===== config.mk =====
export PLATFORM = sky130hd
export DESIGN_NAME = temp_prog_multi
export DESIGN_NICKNAME = d
export VERILOG_FILES = /design/src/rtl/temp_prog_multi.sv
export SDC_FILE = /design/constraint.sdc
export NUM_CORES = 1
export LEC_CHECK = 0
export BUFFER_PORTS_ARGS = -buffer_cell sky130_fd_sc_hd__buf_2
export CAP_MARGIN = 25
export CELL_PAD_IN_SITES_DETAIL_PLACEMENT = 0
export CELL_PAD_IN_SITES_GLOBAL_PLACEMENT = 1
export CORE_MARGIN = 2
export CORE_UTILIZATION = 39
export DETAILED_ROUTE_END_ITERATION = 6
export GPL_ROUTABILITY_DRIVEN = 0
export GPL_TIMING_DRIVEN = 0
export PLACE_DENSITY_LB_ADDON = 0.1
export SYNTH_ARGS = -nofsm -noshare
export SYNTH_HDL_FRONTEND = slang
export SYNTH_SLANG_ARGS = --single-unit

===== constraint.sdc =====
create_clock -name clk -period 2.4 [get_ports clk]
set_input_delay 0.72 -clock clk [delete_from_list [all_inputs] [get_ports clk]]
set_output_delay 0.72 -clock clk [all_outputs]
set_load 0.01 [all_outputs]

===== src/rtl/temp_prog_multi.sv =====
`default_nettype none
// ============================================================================
//  Module   : temp_prog_multi
//  Purpose  : Multi-channel programmable interval timer. Each channel loads a
//             run-time period, counts down on a shared tick enable, and emits
//             a one-cycle expire pulse in one-shot or auto-reload mode.
//  Revision : 1.0  initial release
// ============================================================================
module temp_prog_multi #(
    parameter int WIDTH    = 8,
    parameter int CHANNELS = 2
) (
    input  logic                      clk,
    input  logic                      reset_n,
    input  logic                      tick_en,
    input  logic [CHANNELS-1:0]       start,
    input  logic [CHANNELS-1:0]       stop,
    input  logic [CHANNELS-1:0]       periodic,
    input  logic [WIDTH-1:0]          period,
    output logic [CHANNELS-1:0]       expire,
    output logic [CHANNELS-1:0]       busy,
    output logic [CHANNELS*WIDTH-1:0] remaining
);

    localparam logic [WIDTH-1:0] c_one  = WIDTH'(1);
    localparam logic [WIDTH-1:0] c_zero = '0;

    // A zero period is not a legal load; such a start is ignored entirely.
    logic w_period_valid;
    assign w_period_valid = (period != c_zero);

    // Reload value shared by every channel that starts on this edge.
    logic [WIDTH-1:0] w_load_count;
    assign w_load_count = period - c_one;

    generate
        for (genvar i = 0; i < CHANNELS; i++) begin : g_ch
            logic [WIDTH-1:0] r_count;
            logic [WIDTH-1:0] r_period;
            logic             r_mode;
            logic             r_busy;
            logic             r_expire;

            // Per-channel countdown: stop > valid start > tick-driven count.
            always_ff @(posedge clk or negedge reset_n) begin
                if (!reset_n) begin
                    r_count  <= c_zero;
                    r_period <= c_zero;
                    r_mode   <= 1'b0;
                    r_busy   <= 1'b0;
                    r_expire <= 1'b0;
                end else if (stop[i]) begin
                    r_count  <= c_zero;
                    r_busy   <= 1'b0;
                    r_expire <= 1'b0;
                end else if (start[i] && w_period_valid) begin
                    // The load edge itself never counts as a tick.
                    r_period <= period;
                    r_mode   <= periodic[i];
                    r_count  <= w_load_count;
                    r_busy   <= 1'b1;
                    r_expire <= 1'b0;
                end else if (r_busy && tick_en) begin
                    if (r_count == c_zero) begin
                        r_expire <= 1'b1;
                        if (r_mode) begin
                            // Reload immediately so pulses repeat with no gap.
                            r_count <= r_period - c_one;
                        end else begin
                            r_busy  <= 1'b0;
                        end
                    end else begin
                        r_count  <= r_count - c_one;
                        r_expire <= 1'b0;
                    end
                end else begin
                    r_expire <= 1'b0;
                end
            end

            assign expire[i]                   = r_expire;
            assign busy[i]                     = r_busy;
            assign remaining[i*WIDTH +: WIDTH] = r_count;
        end
    endgenerate

endmodule
`default_nettype wire


### After elaboration in Yosys (flattened, before gate mapping)

Cells that the tools add are included.

| storage, ports and cells | value |
|---|---|
| logic and storage cells | 66 |
| output and inout bits | 20 |
| bits of input ports | 17 |
| register bits after elaboration | 38 |

| cells by class | value |
|---|---|
| mux-type cells | 28 |
| reductions and logical operators | 17 |
| $add $sub $neg | 5 |
| bitwise gates (word level) | 2 |
| eq/ne operators | 4 |

Operators by type and width:

| cell | number |
|---|---|
| two-way mux 8 bit | 10 |
| subtractor 8 x 1 -> 8 bit, second input constant | 5 |
| two-way mux 1 bit | 18 |
| zero test 8 bit | 2 |
| nonzero test 3 bit | 4 |
| != test 4 bit, second input constant | 2 |
| AND reduction 2 bit | 4 |
| nonzero test 8 bit | 1 |
| != test 3 x 2 -> 1 bit, second input constant | 2 |
| AND reduction 3 bit | 2 |
| logical AND 1 bit | 4 |
| inverter 1 bit | 2 |

### Depth between registers and ports, before layout

Gate-level depths: netlist of the first run.

| logic depth | value |
|---|---|
| depth in word-level cells | 6 |
| mapped depth | 10 |
| depth with buffers taken out | 8 |

### Worst setup path after synthesis of the first run

OpenSTA, ideal clock, no wires.

| timing | value |
|---|---|
| kind | register -> register |
| start | reg g_ch[0].r_count[4] |
| end | reg g_ch[0].r_count[6] |
| setup time | 0.137 ns |
| path slack | -0.232 ns |
| stages on the path, launching flop included | 11 |
| path buffers | 2 |
| arrival | 2.495 ns |
| data required time | 2.263 ns |
| clock period less this slack | 2.632 ns |
| cells stage by stage | dfrtp_1 -> clkbuf_1 -> nor4_2 -> buf_2 -> a31oi_1 -> ha_1 -> or3b_2 -> nor3_1 -> mux2_2 -> o31ai_1 -> a311oi_1 |

| on the way | value |
|---|---|
| longest elaborated chain between the ends | 5 |
| elaborated cells on any way between the ends | 8 |
| those cells by class | add/sub: 1; eq/ne: 1; mux: 4; reduce/logical: 2 |

RTL lines:

| item | RTL line | text |
|---|---|---|
| start, declared | 38 | `logic [WIDTH-1:0] r_count;` |
| start signal, assigned | 47 | `r_count <= c_zero;` |
| start signal, assigned | 53 | `r_count <= c_zero;` |
| start signal, assigned | 60 | `r_count <= w_load_count;` |
| subtractor 8 x 1 -> 8 bit / zero test 8 bit (equally long branches) | 73, 64 |  |
| two-way mux 8 bit | 64 | `if (r_count == c_zero) begin` |
| two-way mux 8 bit | 63 | `end else if (r_busy && tick_en) begin` |
| two-way mux 8 bit | 56 | `end else if (start[i] && w_period_valid) begin` |
| two-way mux 8 bit | 52 | `end else if (stop[i]) begin` |

Parallel ways exist; a longest one is shown, timed or not. The select of a mux whose other input is x is not followed.
A chain may end at the register's enable or synchronous reset.

### Worst setup path after layout of the first run

| timing | value |
|---|---|
| start | in period[2] |
| end | reg g_ch[0].r_period[6] |

| on the way | value |
|---|---|
| longest elaborated chain between the ends | 3 |

RTL lines:

| item | RTL line | text |
|---|---|---|
| start, declared | 19 | `input logic [WIDTH-1:0] period,` |
| nonzero test 8 bit | 30 | `assign w_period_valid = (period != c_zero);` |
| logical AND 1 bit | 56 |  |
| AND reduction 2 bit (no line) | - |  |
| end signal, assigned | 48 | `r_period <= c_zero;` |
| end signal, assigned | 58 | `r_period <= period;` |
| end, declared | 39 | `logic [WIDTH-1:0] r_period;` |

Every way passes these cells.

==> flow_metrics.env, run 1 <==
export IMPL_syn_inst=297
export IMPL_slew_headroom=0.397
export IMPL_via_per_inst=5.90
export IMPL_fin_util=0.506
export IMPL_leakage_nw=1.41
export IMPL_ys_warn_count=0
export IMPL_synth_edf_count=0
export IMPL_total_power_mw=2.14
export IMPL_slew_violations=0
export IMPL_yosys_cell_types_count=50
export IMPL_worst_setup_path_end_kind="flip-flop"
export IMPL_ys_seq_elements=38
export IMPL_io_buffers=33
export IMPL_core_area_um2=6310
export IMPL_synth_ff_type="dfrtp_1"
export IMPL_synth_top_area_share=0.375
export IMPL_grt_max_degree=39
export IMPL_tns_ps=0
export IMPL_min_period_over_period=0.958
export IMPL_synth_fp_nets=318
export IMPL_grt_pass1_vias=2304
export IMPL_start_kind="input port"
export IMPL_finalWirelength_um=7650
export IMPL_fin_skew_ps=12.1
export IMPL_die_h_um=84.6
export IMPL_synth_avg_cell_area_um2=8.53
export IMPL_post_route_min_period_ps=2300
export IMPL_areaGrowthSynthToFinish_pct=26.0
export IMPL_cts_tree="yes"
export IMPL_ant_nets=0
export IMPL_hold_path_class="input port to async pin"
export IMPL_drc=0
export IMPL_pin_count=37
export IMPL_ff2ff_path_depth=9
export IMPL_finalHoldViolCount=0
export IMPL_wl_per_cell_um=17.9
export IMPL_nFillCells=640
export IMPL_clockBufferDepth=2
export IMPL_dieArea_um2=7160
export IMPL_cts_buffers=5
export IMPL_clk_pin_slew_ps=90
export IMPL_multi_input_area_um2=1550
export IMPL_cp_max_fo=10
export IMPL_layout_cells_non_filler=427
export IMPL_antenna_found_initial=0
export IMPL_grt_pass1_wl_um=12500
export IMPL_die_w_um=84.6
export IMPL_dp_cells=407
export IMPL_grt_setup_unrepaired="true"
export IMPL_status="finished clean"
export IMPL_synthTopCellsByArea="dfrtp_1 (38%), nand2_1 (6.5%), a31oi_1 (4.4%)"
export IMPL_drt_pass1_iter_count=4
export IMPL_antenna_cells=0
export IMPL_drt_iter0_drc=178
export IMPL_post_synth_top_count_cell="nand2_1"
export IMPL_wl_met1_um=3830
export IMPL_critPathRequiredTime_ps=2590
export IMPL_overflow=0
export IMPL_power_density_nw_per_um2=669
export IMPL_nNetsFinal=370
export IMPL_cts_sinks=38
export IMPL_setup_viol_count_final=0
export IMPL_clkLatencyLatePin_ps=310
export IMPL_fmax_mhz=435
export IMPL_ir_drop_mv=0.357
export IMPL_htree_num_levels=2
export IMPL_regArea_um2=966
export IMPL_maxCapViolCount=0
export IMPL_crit_arrival_ps=2490
export IMPL_wl_met2_um=3250
export IMPL_layout_drive_gt1_share=0.323
export IMPL_hpwl_um=5490
export IMPL_async_flop_share=1.00
export IMPL_cts_root_buf="clkbuf_8"
export IMPL_worst_pin_slew_ps=904
export IMPL_path_class="input port to flip-flop"
export IMPL_row_count=29
export IMPL_synth_area_leader_cell="dfrtp_1"
export IMPL_whs_ps=528
export IMPL_netlist_top_cells_count="nand2_1 (44), dfrtp_1 (38), o21ai_0 (19), a31oi_1 (18), nor2_1 (18)"
export IMPL_ys_seq_area_frac=0.375
export IMPL_wl_met3_um=485
export IMPL_grt_usage=0.220
export IMPL_dr_max_layer_used="met4"
export IMPL_initial_core_util=0.401
export IMPL_vias=2518
export IMPL_synth_area_um2=2530
layout make-up:
| cell class | count | share of cell area |
|---|---|---|
| tap | 77 | 0.0302 |
| buffer | 16 | 0.0380 |
| timing repair buffer | 48 | 0.0870 |
| clock inverter | 3 | 0.0216 |
| inverter | 12 | 0.0141 |
| sequential | 38 | 0.303 |
| clock buffer | 5 | 0.0216 |
| multi-input combinational | 228 | 0.485 |
worst paths after layout:
| check | from | to | slack [ps] |
|---|---|---|---|
| worst min register to register | g_ch[0].r_period[7] | g_ch[0].r_period[7] | 530 |
| max in group asynchronous | reset_n | g_ch[0].r_count[7] | 1240 |
| worst max register to register | g_ch[0].r_count[0] | g_ch[0].r_count[6] | 120 |
| min in group clk | g_ch[0].r_period[7] | g_ch[0].r_period[7] | 530 |
| worst max-delay path | period[2] | g_ch[0].r_period[6] | 100 |
| worst min-delay path | reset_n | g_ch[1].r_count[1] | 530 |
routing by layer:
layer / vias up / track usage
li1: 1212 / -
met1: 1214 / 0.354
met2: 83 / 0.298
met3: 9 / 0.0413
met4: 0 / 0.0563
met5: - / 0
power by group:
part           internal (mW)  switching, mW  total [mW]
Combinational          0.294          0.340       0.634
Clock                  0.417          0.263       0.680
Sequential             0.710          0.112       0.822
sequential cells by signal (all words and copies together) (netlist names):
name	flops
g_ch.r_mode	2
g_ch.r_expire	2
g_ch.r_period	16
g_ch.r_count	16
g_ch.r_busy	2
stage by stage:
step / worst slack (ps) / instance area, um2
2_1_floorplan: -43.3 / 2590
4_1_cts: -77.7 / 3050
3_3_place_gp: -401 / 2850
3_5_place_dp: -419 / 2850
6_report: 100 / 3190
5_1_grt: -39.2 / 3190
critical path, cell delays in order:
cell and delay [ps]:
buf_2 140, or4_4 530, buf_6 150, o31ai_4 260, or2b_1 200, buf_6 170, mux2_4 300
timing repair:
| action | in CTS | in global routing |
|---|---|---|
| setup buffers | 6 | 9 |
| gates resized for setup | 8 | 22 |
| pin swaps | 3 | 5 |
| hold buffers | 0 | 0 |
| endpoints found under the setup margin | 12 | 8 |
kinds of logic (layout without fill, tap and decap cells):
family,count (synthesis),after routing,share of synthesized area
AOI/OAI and AO/OA,85,85,0.230
xor gates and xnor gates,7,7,0.0242
adders and majority gates,4,4,0.0198
buffers and inverters,31,84,0.0583
DFF,38,38,0.375
muxes,12,12,0.0509
and+or+nand+nor,120,120,0.241
layout by cell type (no fill, tap or decap), types with 5 or more instances in the layout:
master,instances
mux2i_1,5
nand2_1,44
a21oi_1,11
buf_2,35
a311oi_1,6
nand3_1,7
o211ai_1,5
dfrtp_2,12
a31oi_1,15
nor2_1,17
dfrtp_1,26
o22ai_1,5
or3_1,6
clkbuf_8,6
o21ai_0,19
buf_4,21
inv_1,12
nor3_1,12
xor2_1,6
No activity file was read; power rests on OpenSTA's default activity.
==> run 2: changes to the inputs <==
--- a/config.mk
+++ b/config.mk
@@ -5,12 +5,13 @@
 export SDC_FILE = /design/constraint.sdc
 export NUM_CORES = 1
 export LEC_CHECK = 0
+export ABC_AREA = 1
 export BUFFER_PORTS_ARGS = -buffer_cell sky130_fd_sc_hd__buf_2
 export CAP_MARGIN = 25
 export CELL_PAD_IN_SITES_DETAIL_PLACEMENT = 0
 export CELL_PAD_IN_SITES_GLOBAL_PLACEMENT = 1
 export CORE_MARGIN = 2
-export CORE_UTILIZATION = 39
+export CORE_UTILIZATION = 38
 export DETAILED_ROUTE_END_ITERATION = 6
 export GPL_ROUTABILITY_DRIVEN = 0
 export GPL_TIMING_DRIVEN = 0
==> run 2 against run 1 <==
Against the previous run: cell area decreased by 9.6%; sequential power decreased by 3.3%; global-route usage decreased by 2.6 points; non-clock buffer count decreased by 18; routed wire length decreased by 17%; synthesized cell count increased by 11%; synthesized area decreased by 1.3%; fmax increased by 10%; setup slack improved by 210 ps; worst hold slack got worse by 36 ps; critical path depth increased by 4; register-to-register slack improved by 300 ps; critical endpoint is now g_ch[0].r_mode; largest power group unchanged; highest routed layer unchanged.
==> flow_metrics.env, run 2 <==
export IMPL_status="finished clean"
export IMPL_crit_arrival_ps=2270
export IMPL_hold_path_class="flip-flop to flip-flop"
export IMPL_synth_ff_type="dfrtp_1"
export IMPL_ir_drop_mv=0.340
export IMPL_grt_pass1_vias=2088
export IMPL_critPathLaunch="period[0]"
export IMPL_wl_per_cell_um=14.1
export IMPL_ys_seq_area_frac=0.380
export IMPL_core_area_um2=6350
export IMPL_clkLatencyLatePin_ps=290
export IMPL_min_from="g_ch[1].r_period[6]"
export IMPL_grt_max_degree=39
export IMPL_ant_nets=0
export IMPL_row_count=29
export IMPL_drt_iter0_drc=110
export IMPL_syn_inst=329
export IMPL_ys_seq_elements=38
export IMPL_yosys_cell_types_count=38
export IMPL_drc=0
export IMPL_cts_tree="yes"
export IMPL_pin_count=37
export IMPL_areaGrowthSynthToFinish_pct=15.5
export IMPL_start_kind="input port"
export IMPL_grt_usage=0.195
export IMPL_overflow=0
export IMPL_die_h_um=85.1
export IMPL_finalWirelength_um=6360
export IMPL_synthTopCellsByArea="dfrtp_1 (38%), nand2_1 (13%), inv_1 (5.1%)"
export IMPL_nNetsFinal=393
export IMPL_postCtsHoldBufs=0
export IMPL_cts_buffers=5
export IMPL_fin_skew_ps=7.78
export IMPL_netlist_top_cells_count="nand2_1 (87), dfrtp_1 (38), inv_1 (34), nor2_1 (26), o21ai_0 (22)"
export IMPL_die_w_um=85.1
export IMPL_grt_pass1_wl_um=10800
export IMPL_layout_drive_gt1_share=0.276
export IMPL_antenna_found_initial=0
export IMPL_finalHoldViolCount=0
export IMPL_nFillCells=670
export IMPL_power_density_nw_per_um2=708
export IMPL_final_cell_mix="nand2_1 (87), buf_2 (40), dfrtp_1 (38)"
export IMPL_post_synth_top_count_cell="nand2_1"
export IMPL_cts_resized=0
export IMPL_initial_core_util=0.394
export IMPL_async_flop_share=1.00
export IMPL_vias=2163
export IMPL_cts_sinks=38
export IMPL_via_per_inst=4.81
export IMPL_grt_setup_unrepaired="false"
export IMPL_htree_num_levels=2
export IMPL_synth_edf_count=0
export IMPL_slew_violations=0
export IMPL_fmax_mhz=478
export IMPL_min_period_over_period=0.871
export IMPL_setup_viol_count_final=0
export IMPL_dieArea_um2=7240
export IMPL_fin_util=0.455
export IMPL_synth_area_leader_cell="dfrtp_1"
export IMPL_post_route_min_period_ps=2090
export IMPL_cp_max_fo=10
export IMPL_clk_pin_slew_ps=80
export IMPL_slew_headroom=0.405
export IMPL_layout_commonest_cell="nand2_1"
export IMPL_antenna_cells=0
export IMPL_synth_fp_nets=350
export IMPL_post_cts_buffers=0
export IMPL_drt_pass1_iter_count=4
export IMPL_reg2reg_from="g_ch[1].r_count[4]"
export IMPL_clockBufferDepth=2
export IMPL_worst_setup_path_end_kind="flip-flop"
export IMPL_io_buffers=36
export IMPL_synth_area_um2=2500
export IMPL_hpwl_um=5090
export IMPL_path_class="input port to flip-flop"
export IMPL_tns_ps=0
export IMPL_maxCapViolCount=0
export IMPL_critPathRequiredTime_ps=2580
export IMPL_reg_largest_list="g_ch.r_count (16), g_ch.r_period (16)"
export IMPL_synth_top_area_share=0.380
export IMPL_synth_avg_cell_area_um2=7.60
export IMPL_worst_pin_slew_ps=893
export IMPL_leakage_nw=1.52
export IMPL_cts_root_buf="clkbuf_8"
export IMPL_ys_warn_count=0
[run 2: changes by cell type after synthesis, moves of 6 or more]
cell	previous run	this run
nand2_1	44	87
inv_1	12	34
a31oi_1	18	1
nand2_2	0	13
nand3_1	7	17
nor3_1	13	3
nor2_2	0	9
nor2_1	18	26
a311oi_1	6	0
o21ai_1	0	6
o21bai_1	0	6
or3_1	6	0
[run 2: path summary, 6_finish.rpt]
check	end	slack, ps	cells past startpoint
max in group asynchronous	g_ch[1].r_count[0]	1290	1
worst max-delay path	g_ch[0].r_mode	310	11
worst max register to register	g_ch[1].r_count[6]	420	13
min in group asynchronous	g_ch[1].r_count[7]	550	1
worst min-delay path	g_ch[1].r_period[6]	490	2
worst min register to register	g_ch[1].r_period[6]	490	2
[run 2: power breakdown]
group | leakage, nW | switching [mW] | internal [mW]
logic | 0.976 | 0.461 | 0.264
clock network | 0.0575 | 0.233 | 0.290
registers | 0.481 | 0.0732 | 0.722
total | 1.52 | 0.768 | 1.28
[run 2: logic make-up after synthesis]
group	after synthesis	share of synthesized area
AOI/OAI and AO/OA	61	0.154
xor gates and xnor gates	5	0.0175
adders and majority gates	4	0.0200
buffers and inverters	51	0.0941
DFF	38	0.380
muxes	1	0.00600
and+or+nand+nor	169	0.328
[run 2: stage by stage]
step / total power, mW / hold slack [ps] / worst slack, ps / instance area [um2] / std cells
3_5_place_dp: 1.54 / 478 / 3.64 / 2780 / 442
6_report: 2.04 / 492 / 309 / 2890 / 450
2_1_floorplan: 1.33 / 424 / 378 / 2500 / 329
5_1_grt: 2.21 / 523 / 195 / 2890 / 450
4_1_cts: 2.07 / 497 / 320 / 2890 / 450
3_3_place_gp: 1.53 / 473 / 0.683 / 2780 / 442
[run 2: cell type report]
type / instances / area (um2) / area share
multi-input cells: 240 / 1310 / 0.455
flip-flops and latches: 38 / 951 / 0.329
repair buffers: 36 / 180 / 0.0624
inverters: 41 / 159 / 0.0550
clock buffers: 8 / 110 / 0.0381
well taps: 77 / 96.3 / 0.0334
plain buffers: 10 / 76.3 / 0.0264
[run 2: layer usage]
metal / vias to the layer above / global-route usage / routed length (um)
met2: 36 / 0.275 / 2630
met3: 4 / 0.0389 / 211
met4: 0 / 0.0519 / 54
li1: 1135 / - / -
met5: - / 0 / 0
met1: 988 / 0.301 / 3460
[run 2: worst max-delay path, stage by stage]
cell,delay [ps]
buf_2,120
inv_1,170
ha_1,170
nand3_1,80
nor2_2,120
inv_2,70
nand2_4,120
inv_4,70
nand2_1,60
buf_2,240
mux2_4,320
==> run 3: changes to the inputs <==
--- a/config.mk
+++ b/config.mk
@@ -15,7 +15,7 @@
 export DETAILED_ROUTE_END_ITERATION = 6
 export GPL_ROUTABILITY_DRIVEN = 0
 export GPL_TIMING_DRIVEN = 0
-export PLACE_DENSITY_LB_ADDON = 0.1
+export PLACE_DENSITY = 0.81
 export SYNTH_ARGS = -nofsm -noshare
 export SYNTH_HDL_FRONTEND = slang
 export SYNTH_SLANG_ARGS = --single-unit
==> run 3 against run 2 <==
Against the previous run: sequential power hardly changed; critical path depth stayed put; via count is 1.4% lower; worst hold slack worse by 8.5 ps; clock power is 8.2% higher; power is 1.4% higher; routed wire length is 12% lower; register-to-register slack better by 50 ps; setup slack worse by 22 ps; critical endpoint unchanged; cell area hardly changed; count of clock-buffer cells in the layout is 2 lower; cell count is 0.22% lower.
==> flow_metrics.env, run 3 (same netlist as run 2, synthesis figures left out) <==
export IMPL_cts_root_buf="clkbuf_8"
export IMPL_cts_resized=0
export IMPL_antenna_cells=0
export IMPL_grt_usage=0.173
export IMPL_layout_commonest_cell="nand2_1"
export IMPL_nNetsFinal=393
export IMPL_ir_drop_mv=0.437
export IMPL_crit_slowest_cell="mux2_4"
export IMPL_crit_family="buffers and inverters"
export IMPL_drt_pass1_iter_count=4
export IMPL_fmax_mhz=473
export IMPL_hpwl_um=4440
export IMPL_final_cell_mix="nand2_1 (87), buf_2 (40), dfrtp_1 (38)"
export IMPL_path_class="input port to flip-flop"
export IMPL_clockBufferDepth=2
export IMPL_core_area_um2=6350
export IMPL_grt_pass1_vias=2058
export IMPL_p_sw_frac=0.364
export IMPL_pin_count=37
export IMPL_r2r_end="g_ch[1].r_count[6]"
export IMPL_wl_met2_um=2680
export IMPL_slowest_delay_ps=320
export IMPL_dr_max_layer_used="met4"
export IMPL_slew_headroom=0.415
export IMPL_grt_max_degree=39
export IMPL_clkLatencyLatePin_ps=290
export IMPL_whs_endpoint="g_ch[1].r_period[5]"
export IMPL_reg2reg_from="g_ch[1].r_count[1]"
export IMPL_finalWirelength_um=5590
export IMPL_cp_max_fo=10
export IMPL_dp_cells=442
export IMPL_layout_drive_gt1_share=0.274
export IMPL_areaGrowthSynthToFinish_pct=15.6
export IMPL_start_kind="input port"
export IMPL_hold_path_depth=2
export IMPL_via_per_inst=4.75
export IMPL_power_density_nw_per_um2=717
export IMPL_crit_chain="buf_2 -> inv_1 -> ha_1 -> nand3_1 -> nor2_2 -> inv_2 -> nand2_4 -> inv_4 -> nand2_1 -> buf_2 -> mux2_4"
export IMPL_clkPwrFrac=0.274
export IMPL_setup_slack_ps=287
export IMPL_post_cts_buffers=0
export IMPL_slew_violations=0
export IMPL_min_from="g_ch[1].r_period[5]"
export IMPL_design_area_um2=2890
export IMPL_overflow=0
export IMPL_intPower_mw=1.32
export IMPL_power_frac_comb=0.344
export IMPL_dp_slack_ps=-12.5
export IMPL_worst_setup_path_end_kind="flip-flop"
export IMPL_cts_tree="yes"
export IMPL_post_route_min_period_ps=2110
export IMPL_fin_skew_ps=5.30
export IMPL_switchingPower_mw=0.753
export IMPL_path_common_cell="buf_2"
export IMPL_grt_pass1_wl_um=9940
export IMPL_status="finished clean"
export IMPL_crit_arrival_ps=2290
export IMPL_hold_path_class="flip-flop to flip-flop"
export IMPL_maxCapViolCount=0
export IMPL_io_buffers=36
export IMPL_layout_cells_non_filler=449
export IMPL_postCtsHoldBufs=0
export IMPL_min_period_over_period=0.880
export IMPL_reg_largest_list="g_ch.r_count (16), g_ch.r_period (16)"
export IMPL_place_area_um2=2780
export IMPL_wl_met1_um=2600
export IMPL_seqPwrFrac=0.382
export IMPL_critPathBufInv=5
export IMPL_leakage_nw=1.52
export IMPL_cts_sinks=38
export IMPL_worst_pin_slew_ps=877
export IMPL_dieArea_um2=7240
export IMPL_initial_core_util=0.394
export IMPL_clk_pin_slew_ps=80
export IMPL_antenna_found_initial=0
export IMPL_htree_num_levels=2
export IMPL_ant_nets=0
export IMPL_die_w_um=85.1
export IMPL_wl_met3_um=230
export IMPL_wl_per_cell_um=12.4
export IMPL_die_h_um=85.1
export IMPL_drt_iter0_drc=136
export IMPL_finalHoldViolCount=0
export IMPL_grt_setup_unrepaired="false"
export IMPL_cts_buffers=5
export IMPL_worstSetupPathDepth=11
export IMPL_critPathRequiredTime_ps=2580
export IMPL_setup_viol_count_final=0
export IMPL_r2r_slack_ps=470
export IMPL_drc=0
export IMPL_ff2ff_path_depth=13
export IMPL_vias=2133
export IMPL_row_count=29
==> run 3: changes by cell type in the layout (fill, tap and decap cells not counted) <==
| cell | delta |
|---|---|
| clkbuf_8 | -2 |
| bufinv_16 | +1 |
==> run 3: worst reg2reg max path, stage by stage (launching register included) <==
cell	delay, ps
dfrtp_1	440
nor2_1	90
nand2_2	110
nor2_4	50
buf_8	150
a21oi_4	180
ha_1	190
inv_1	50
nor2_2	140
nand2_1	100
o21bai_1	140
nand3_1	80
nand2_1	60
nand2_1	50
==> run 3: area by class of cell <==
type	instances	area, um2
Fill cell	678	3460
Multi-Input combinational cell	240	1310
Sequential cell	38	951
Timing Repair Buffer	36	180
Inverter	41	159
Tap cell	77	96.3
Clock buffer	6	82.6
Buffer	10	76.3
Clock inverter	1	30.0
==> run 3: layer usage <==
| layer | vias up | track usage |
|---|---|---|
| met2 | 41 | 0.292 |
| met3 | 8 | 0.0311 |
| met1 | 954 | 0.227 |
| met4 | 0 | 0.0519 |
| met5 | - | 0 |
| li1 | 1130 | - |
==> run 3: worst max-delay path by stage <==
stage	startpoint	end	slack, ps
5_1_grt	period[0]	g_ch[0].r_count[0]	160
6_report	period[0]	g_ch[0].r_mode	290
3_5_place_dp	period[0]	g_ch[0].r_mode	-10
3_3_place_gp	period[0]	g_ch[0].r_mode	4
4_1_cts	period[0]	g_ch[0].r_mode	290
2_1_floorplan	period[0]	g_ch[0].r_mode	380
==> run 3: metrics by stage <==
stage          hold slack [ps]  total power [mW]  TNS, ps   util
6_report                   483              2.07        0  0.455
5_1_grt                    542              2.24        0  0.455
4_1_cts                    495              2.10        0  0.455
3_5_place_dp               475              1.52    -12.5  0.437
3_3_place_gp               465              1.51        0  0.437
2_1_floorplan              424              1.33        0      -
==> run 3: power groups by stage <==
stage / Sequential (mW) / Combinational (mW) / Clock [mW]
after global placement: 0.802 / 0.707 / 0
after detailed placement: 0.805 / 0.716 / 0
after global routing: 0.807 / 0.825 / 0.609
final: 0.792 / 0.713 / 0.567
after CTS: 0.793 / 0.719 / 0.583
after floorplan: 0.810 / 0.520 / 0
